**src/rtl/mult_pipe_latch.sv**
```systemverilog
// mult_pipe_latch: fixed-depth result pipeline for a multi-cycle unit.
// Each slot carries valid/data/addr/we/instr/pc. Supports stall (hold),
// kill (synchronous flush), RAW hazard detection against in-flight
// writers and an occupancy count. Invalid slots always hold zero payload.
module mult_pipe_latch #(
    parameter int DATA_W = 32,
    parameter int ADDR_W = 5,
    parameter int STAGES = 4
) (
    input  logic              clk_i,
    input  logic              rsn_i,
    input  logic              kill_i,
    input  logic              stall_i,
    input  logic              in_valid_i,
    input  logic [DATA_W-1:0] in_data_i,
    input  logic [ADDR_W-1:0] in_addr_i,
    input  logic              in_we_i,
    input  logic [31:0]       in_instr_i,
    input  logic [31:0]       in_pc_i,
    output logic              out_valid_o,
    output logic [DATA_W-1:0] out_data_o,
    output logic [ADDR_W-1:0] out_addr_o,
    output logic              out_we_o,
    output logic [31:0]       out_instr_o,
    output logic [31:0]       out_pc_o,
    input  logic [ADDR_W-1:0] rs1_addr_i,
    input  logic [ADDR_W-1:0] rs2_addr_i,
    output logic              hazard_o,
    output logic [3:0]        occ_o
);

    logic              valid_r [STAGES];
    logic [DATA_W-1:0] data_r  [STAGES];
    logic [ADDR_W-1:0] addr_r  [STAGES];
    logic              we_r    [STAGES];
    logic [31:0]       instr_r [STAGES];
    logic [31:0]       pc_r    [STAGES];

    logic              hazard_s;
    logic [3:0]        occ_s;

    // Slot registers: async clear, kill flush, otherwise advance unless stalled.
    always_ff @(posedge clk_i or posedge rsn_i) begin
        if (rsn_i) begin
            for (int k = 0; k < STAGES; k++) begin
                valid_r[k] <= 1'b0;
                data_r[k]  <= '0;
                addr_r[k]  <= '0;
                we_r[k]    <= 1'b0;
                instr_r[k] <= 32'h0000_0000;
                pc_r[k]    <= 32'h0000_0000;
            end
        end else if (kill_i) begin
            // Kill wins over stall and over a new entry.
            for (int k = 0; k < STAGES; k++) begin
                valid_r[k] <= 1'b0;
                data_r[k]  <= '0;
                addr_r[k]  <= '0;
                we_r[k]    <= 1'b0;
                instr_r[k] <= 32'h0000_0000;
                pc_r[k]    <= 32'h0000_0000;
            end
        end else if (!stall_i) begin
            for (int k = 1; k < STAGES; k++) begin
                valid_r[k] <= valid_r[k-1];
                data_r[k]  <= data_r[k-1];
                addr_r[k]  <= addr_r[k-1];
                we_r[k]    <= we_r[k-1];
                instr_r[k] <= instr_r[k-1];
                pc_r[k]    <= pc_r[k-1];
            end
            // A bubble enters as all-zero so invalid slots never leak payload.
            if (in_valid_i) begin
                valid_r[0] <= 1'b1;
                data_r[0]  <= in_data_i;
                addr_r[0]  <= in_addr_i;
                we_r[0]    <= in_we_i;
                instr_r[0] <= in_instr_i;
                pc_r[0]    <= in_pc_i;
            end else begin
                valid_r[0] <= 1'b0;
                data_r[0]  <= '0;
                addr_r[0]  <= '0;
                we_r[0]    <= 1'b0;
                instr_r[0] <= 32'h0000_0000;
                pc_r[0]    <= 32'h0000_0000;
            end
        end else begin
            // Stalled: every slot holds its value.
            for (int k = 0; k < STAGES; k++) begin
                valid_r[k] <= valid_r[k];
                data_r[k]  <= data_r[k];
                addr_r[k]  <= addr_r[k];
                we_r[k]    <= we_r[k];
                instr_r[k] <= instr_r[k];
                pc_r[k]    <= pc_r[k];
            end
        end
    end

    // RAW hazard: any valid writer to a non-zero register matching a source.
    always_comb begin
        hazard_s = 1'b0;
        for (int k = 0; k < STAGES; k++) begin
            if (valid_r[k] && we_r[k] && (addr_r[k] != '0) &&
                ((addr_r[k] == rs1_addr_i) || (addr_r[k] == rs2_addr_i))) begin
                hazard_s = 1'b1;
            end else begin
                hazard_s = hazard_s;
            end
        end
    end

    // Occupancy: population count of valid slots.
    always_comb begin
        occ_s = 4'd0;
        for (int k = 0; k < STAGES; k++) begin
            occ_s = occ_s + {3'b000, valid_r[k]};
        end
    end

    assign out_valid_o = valid_r[STAGES-1];
    assign out_data_o  = data_r[STAGES-1];
    assign out_addr_o  = addr_r[STAGES-1];
    assign out_we_o    = valid_r[STAGES-1] & we_r[STAGES-1];
    assign out_instr_o = instr_r[STAGES-1];
    assign out_pc_o    = pc_r[STAGES-1];
    assign hazard_o    = hazard_s;
    assign occ_o       = occ_s;

endmodule

```
**config.mk**
```make
export PLATFORM = sky130hd
export DESIGN_NAME = mult_pipe_latch
export DESIGN_NICKNAME = d
export VERILOG_FILES = /design/src/rtl/mult_pipe_latch.sv
export SDC_FILE = /design/constraint.sdc
export NUM_CORES = 1
export LEC_CHECK = 0
export CAP_MARGIN = 25
export CORE_MARGIN = 10
export CORE_UTILIZATION = 55
export DETAILED_ROUTE_END_ITERATION = 10
export PLACE_DENSITY = 0.86
export SETUP_SLACK_MARGIN = 0.3
export SYNTH_ARGS = -nofsm -noshare
export SYNTH_HDL_FRONTEND = slang
export SYNTH_SLANG_ARGS = --single-unit
```
**constraint.sdc**
```tcl
create_clock -name clk_i -period 18 [get_ports clk_i]
set_clock_uncertainty 0.05 [all_clocks]
set_input_delay 3.6 -clock clk_i [delete_from_list [all_inputs] [get_ports clk_i]]
set_output_delay 3.6 -clock clk_i [all_outputs]
set_load 0.01 [all_outputs]
```
==> summary by stage <==
Run status
The flow ran to the end, and the final reports show no timing, DRC or antenna violations.

Logic synthesis
In this run the mean area of a mapped cell was 12.3 sq um. The netlist area before placement is 17,400 sq um. After synthesis the netlist holds a flip-flop and latch count of 412. Synthesis produced 1,419 cells. The fraction of post-synthesis cell area in the top cell type by area is 59.1%. The dominant register cell in the synthesized netlist is sky130_fd_sc_hd__dfrtp_1. The share of synthesized registers carrying an async set or reset is 100%.

The post-synthesis net count is 1,539. The number of warnings reported in the yosys synthesis log is 0. The cell type with the largest total area after synthesis is sky130_fd_sc_hd__dfrtp_1. The share of the Yosys chip area taken by registers is 59.1%. The number of synthesized flops with an enable pin is 0. Yosys attributes the largest share of cell area to sky130_fd_sc_hd__dfrtp_1, sky130_fd_sc_hd__mux2i_1, sky130_fd_sc_hd__nor2_1. The number of different library cells used by synthesis comes to 26.

GRT
In the global route stage, overall resource usage came out at 19.1%. Global routing finished with a remaining overflow of 0. The number of antenna violations at the first check in global routing is 0.

The first global-routing pass estimated 60,700 microns of wire. The via count of the first global-routing pass is 11,087. The pin count of the biggest net entering global routing is 136.

Critical path
The worst setup path is launched from a primary input. The end of the worst register-to-register path is out_addr_o[0]. For the worst setup path, the data arrival time is 5570 ps. For the worst setup path, the data required time is 14,350 ps. The critical path capture point type is an output port. The depth of the worst register-to-register path is 2. Of all nets on the critical path, the largest fanout is 4. The class of the most critical setup path is in -> out. Setup slack on the worst reg-to-reg path comes out at 17,090 ps. The beginning of the worst register-to-register path is out_addr_o[0].

Power
The internal cell power is 1.54 mW. The share of total power in sequential cells is 48.0%. The worst vdd rail ir drop is 75.7 uV.

The switching power is 447 uW. For this design the ratio of total power to cell area is 96.8 nW/um^2. The power share of the clock group is 45.3%. For this design the static power due to leakage is 10.2 nW. The combinational share of power is 6.7%. In this run switching power makes up 22.5% of total power.

Floorplan
Row generation in the floorplan step produced 65 rows. The die boundary width is 198 microns. The full die area is 39,200 sq um. The die is 198 microns tall. Once the floorplan was initialized, standard cells occupied 55.5% of the core. The number of top-level design ports is 225.

The floorplan step defined a core boundary enclosing 31,400 sq um.

Clock tree
In this run, post-CTS repair resized a total of 0 instances. The clock buffer count from CTS is 44. The tree is rooted in a sky130_fd_sc_hd__clkbuf_16. The depth of the CTS H-tree is 2. For the worst-skew pair, the clock arrives at the later sink with an insertion delay of 550 ps. The setup fix buffers added after clock tree synthesis is 0. The number of hold-repair buffers added at the cts stage is 0. The clock edge transition at the registers on the reported setup and hold paths is 60 ps. The TritonCTS clock tree is yes. Counting along the longest clock path gives a buffer depth of 3. The number of sinks on the clock net is 412.

Finish
The repair_antennas step left the layout with diodes totalling 0. The sequential cells in the finished layout cover a total of 10,300 sq um. The layout cell share with drive strength beyond 1 is 5.99%.

The count of filler cells inserted in the layout is 2,256. The synthesis-to-finish area growth is 17.6%. The net count of the finished layout is 1,621. Once layout is complete, the utilization of the core stands at 65.3%. The combined area of the multi-input logic cells is 5760 sq um.

Place
The global placement routability congestion is 0.843. The post-DP HPWL is 23,000 microns. Buffers placed on the I/O ports in this run total 223.

Detailed routing
The antenna violation net count after detailed routing is 0. The iteration count of the initial detailed-routing pass is 4. The average wire length per cell after detail routing is 19.2 microns. The final routed DRC violation total is 0.

Summed over all layers, the routed wires come to 37,300 microns. In this run, the number of DRC markers left after iteration 0 of detailed routing was 725. The detailed-route via count is 10,559. The detailed-route vias per instance is 5.45.

STA
The hold violation total from the final report came to 0. Setup repair after global routing left no endpoint under its margin. The final period utilization is 51.2%. The slew at the pin closest to its max-slew limit is 1030 ps.

Headroom to the max-slew limit came out at 31.6%. Setup violations remaining at the end of the flow were counted as 0. The clock period could shrink to 9220 ps.

After routing, the total negative slack on setup checks comes to 0 ps. Derived from the worst setup path, the maximum achievable clock frequency is 109 MHz. The final max-slew violation count is 0.

Min path
The terminating pin of the worst hold path is instr_r[127]. Counting instances, the worst hold path has a depth of 1. The startpoint of the worst hold path is instr_r[127]. The tightest min-delay check is of the reg -> reg type.

Run
The tool flagged a number of max-cap violations equal to 0.
[routing by layer]
layer / GRT usage, % / wire [microns] / vias up / part of all wire, %
met5: 0 / 0 / - / 0
li1: - / - / 4873 / -
met2: 31.1 / 18200 / 282 / 49
met3: 3.79 / 2190 / 63 / 5.9
met4: 6.35 / 854 / 0 / 2.3
met1: 25.1 / 16000 / 5341 / 43
[power by group through the flow]
stage	registers [mW]	clock network (mW)	logic, mW
after CTS	0.953	0.919	0.133
after global placement	0.969	0	0.129
after detailed placement	0.970	0	0.132
after floorplan	0.967	0	0.0897
final	0.953	0.900	0.132
after global routing	0.955	0.959	0.145
[critical path, cell delays in order]
cell                              delay [ps]
sky130_fd_sc_hd__clkdlybuf4s50_1         640
sky130_fd_sc_hd__xnor2_1                 160
sky130_fd_sc_hd__nand3_1                 100
sky130_fd_sc_hd__o22ai_1                 180
sky130_fd_sc_hd__o2111ai_1               140
sky130_fd_sc_hd__nand4_1                 150
sky130_fd_sc_hd__clkdlybuf4s50_1         600
[per-stage QoR]
step	std cells	total power, mW	hold slack (ps)	setup WS (ps)	instance area, sq um
6_report	1937	1.99	453	8780	20500
4_1_cts	1934	2.01	458	8790	20400
3_3_place_gp	1853	1.10	436	8830	18900
2_1_floorplan	1419	1.06	422	2890	17400
5_1_grt	1937	2.06	465	8670	20500
3_5_place_dp	1854	1.10	440	8790	19000
[cell type report]
class	count	area share [%]
clock buffer	67	6.42
clock inverter	13	0.775
inverter	6	0.146
multi-input combinational	797	28.1
sequential	412	50.3
tap	402	2.45
timing repair buffer	240	11.9
[logic make-up (layout without fill, tap and decap cells)]
group                      count (synthesis)  count (layout)  synth area share [%]
AOI/OAI and AO/OA                        111             111                  5.50
xor gates and xnor gates                  40              40                  2.01
adders and majority gates                  3               3                 0.258
buffers and inverters                    210             326                  7.91
DFF                                      412             412                  59.1
muxes                                    309             309                  17.7
other                                      1               1                0.0215
and+or+nand+nor                          333             333                  7.42
[Yosys cell counts (3+ instances only)]
master and count:
sky130_fd_sc_hd__nor2_1 309, sky130_fd_sc_hd__nand3_1 8, sky130_fd_sc_hd__o22ai_1 4, sky130_fd_sc_hd__xnor2_1 40
sky130_fd_sc_hd__o2111ai_1 3, sky130_fd_sc_hd__clkbuf_4 6, sky130_fd_sc_hd__buf_2 16, sky130_fd_sc_hd__mux2i_1 309
sky130_fd_sc_hd__a22o_1 102, sky130_fd_sc_hd__clkbuf_1 43, sky130_fd_sc_hd__buf_4 128, sky130_fd_sc_hd__dfrtp_1 412
sky130_fd_sc_hd__or4_1 4, sky130_fd_sc_hd__nand2_1 8, sky130_fd_sc_hd__buf_6 9, sky130_fd_sc_hd__inv_1 6
[worst max path at each step]
stage | startpoint | to | slack (ps) | cells after the start
2_1_floorplan | rsn_i | addr_r[10] | 2890 | 1
3_5_place_dp | rs1_addr_i[0] | hazard_o | 8790 | 7
5_1_grt | rs2_addr_i[2] | hazard_o | 8670 | 7
4_1_cts | rs2_addr_i[2] | hazard_o | 8790 | 7
3_3_place_gp | rs2_addr_i[4] | hazard_o | 8830 | 7
6_report | rs2_addr_i[2] | hazard_o | 8780 | 7
[placed cells by master, fill, tap and decap left out, types with 3 or more instances in the layout]
master | synthesis | final
sky130_fd_sc_hd__clkinv_2 | 0 | 5
sky130_fd_sc_hd__clkdlybuf4s50_1 | 0 | 221
sky130_fd_sc_hd__nand3_1 | 8 | 8
sky130_fd_sc_hd__clkbuf_1 | 43 | 10
sky130_fd_sc_hd__clkinv_8 | 0 | 3
sky130_fd_sc_hd__nand2_1 | 8 | 8
sky130_fd_sc_hd__a22o_1 | 102 | 102
sky130_fd_sc_hd__inv_1 | 6 | 5
sky130_fd_sc_hd__nor2_1 | 309 | 309
sky130_fd_sc_hd__or4_1 | 4 | 4
sky130_fd_sc_hd__xnor2_1 | 40 | 40
sky130_fd_sc_hd__o2111ai_1 | 3 | 3
sky130_fd_sc_hd__clkbuf_16 | 0 | 44
sky130_fd_sc_hd__mux2i_1 | 309 | 309
sky130_fd_sc_hd__buf_4 | 128 | 13
sky130_fd_sc_hd__dfrtp_1 | 412 | 412
sky130_fd_sc_hd__o22ai_1 | 4 | 4
sky130_fd_sc_hd__clkbuf_8 | 0 | 13
[flip-flops by register name (all words and copies together), names as in the netlist]
register / count
out_data_o: 32
out_addr_o: 5
out_valid_o: 1
pc_r: 96
addr_r: 15
out_instr_o: 32
out_pc_o: 32
instr_r: 96
data_r: 96
valid_r: 3
we_r: 4
No activity file was read; power rests on OpenSTA's default activity.
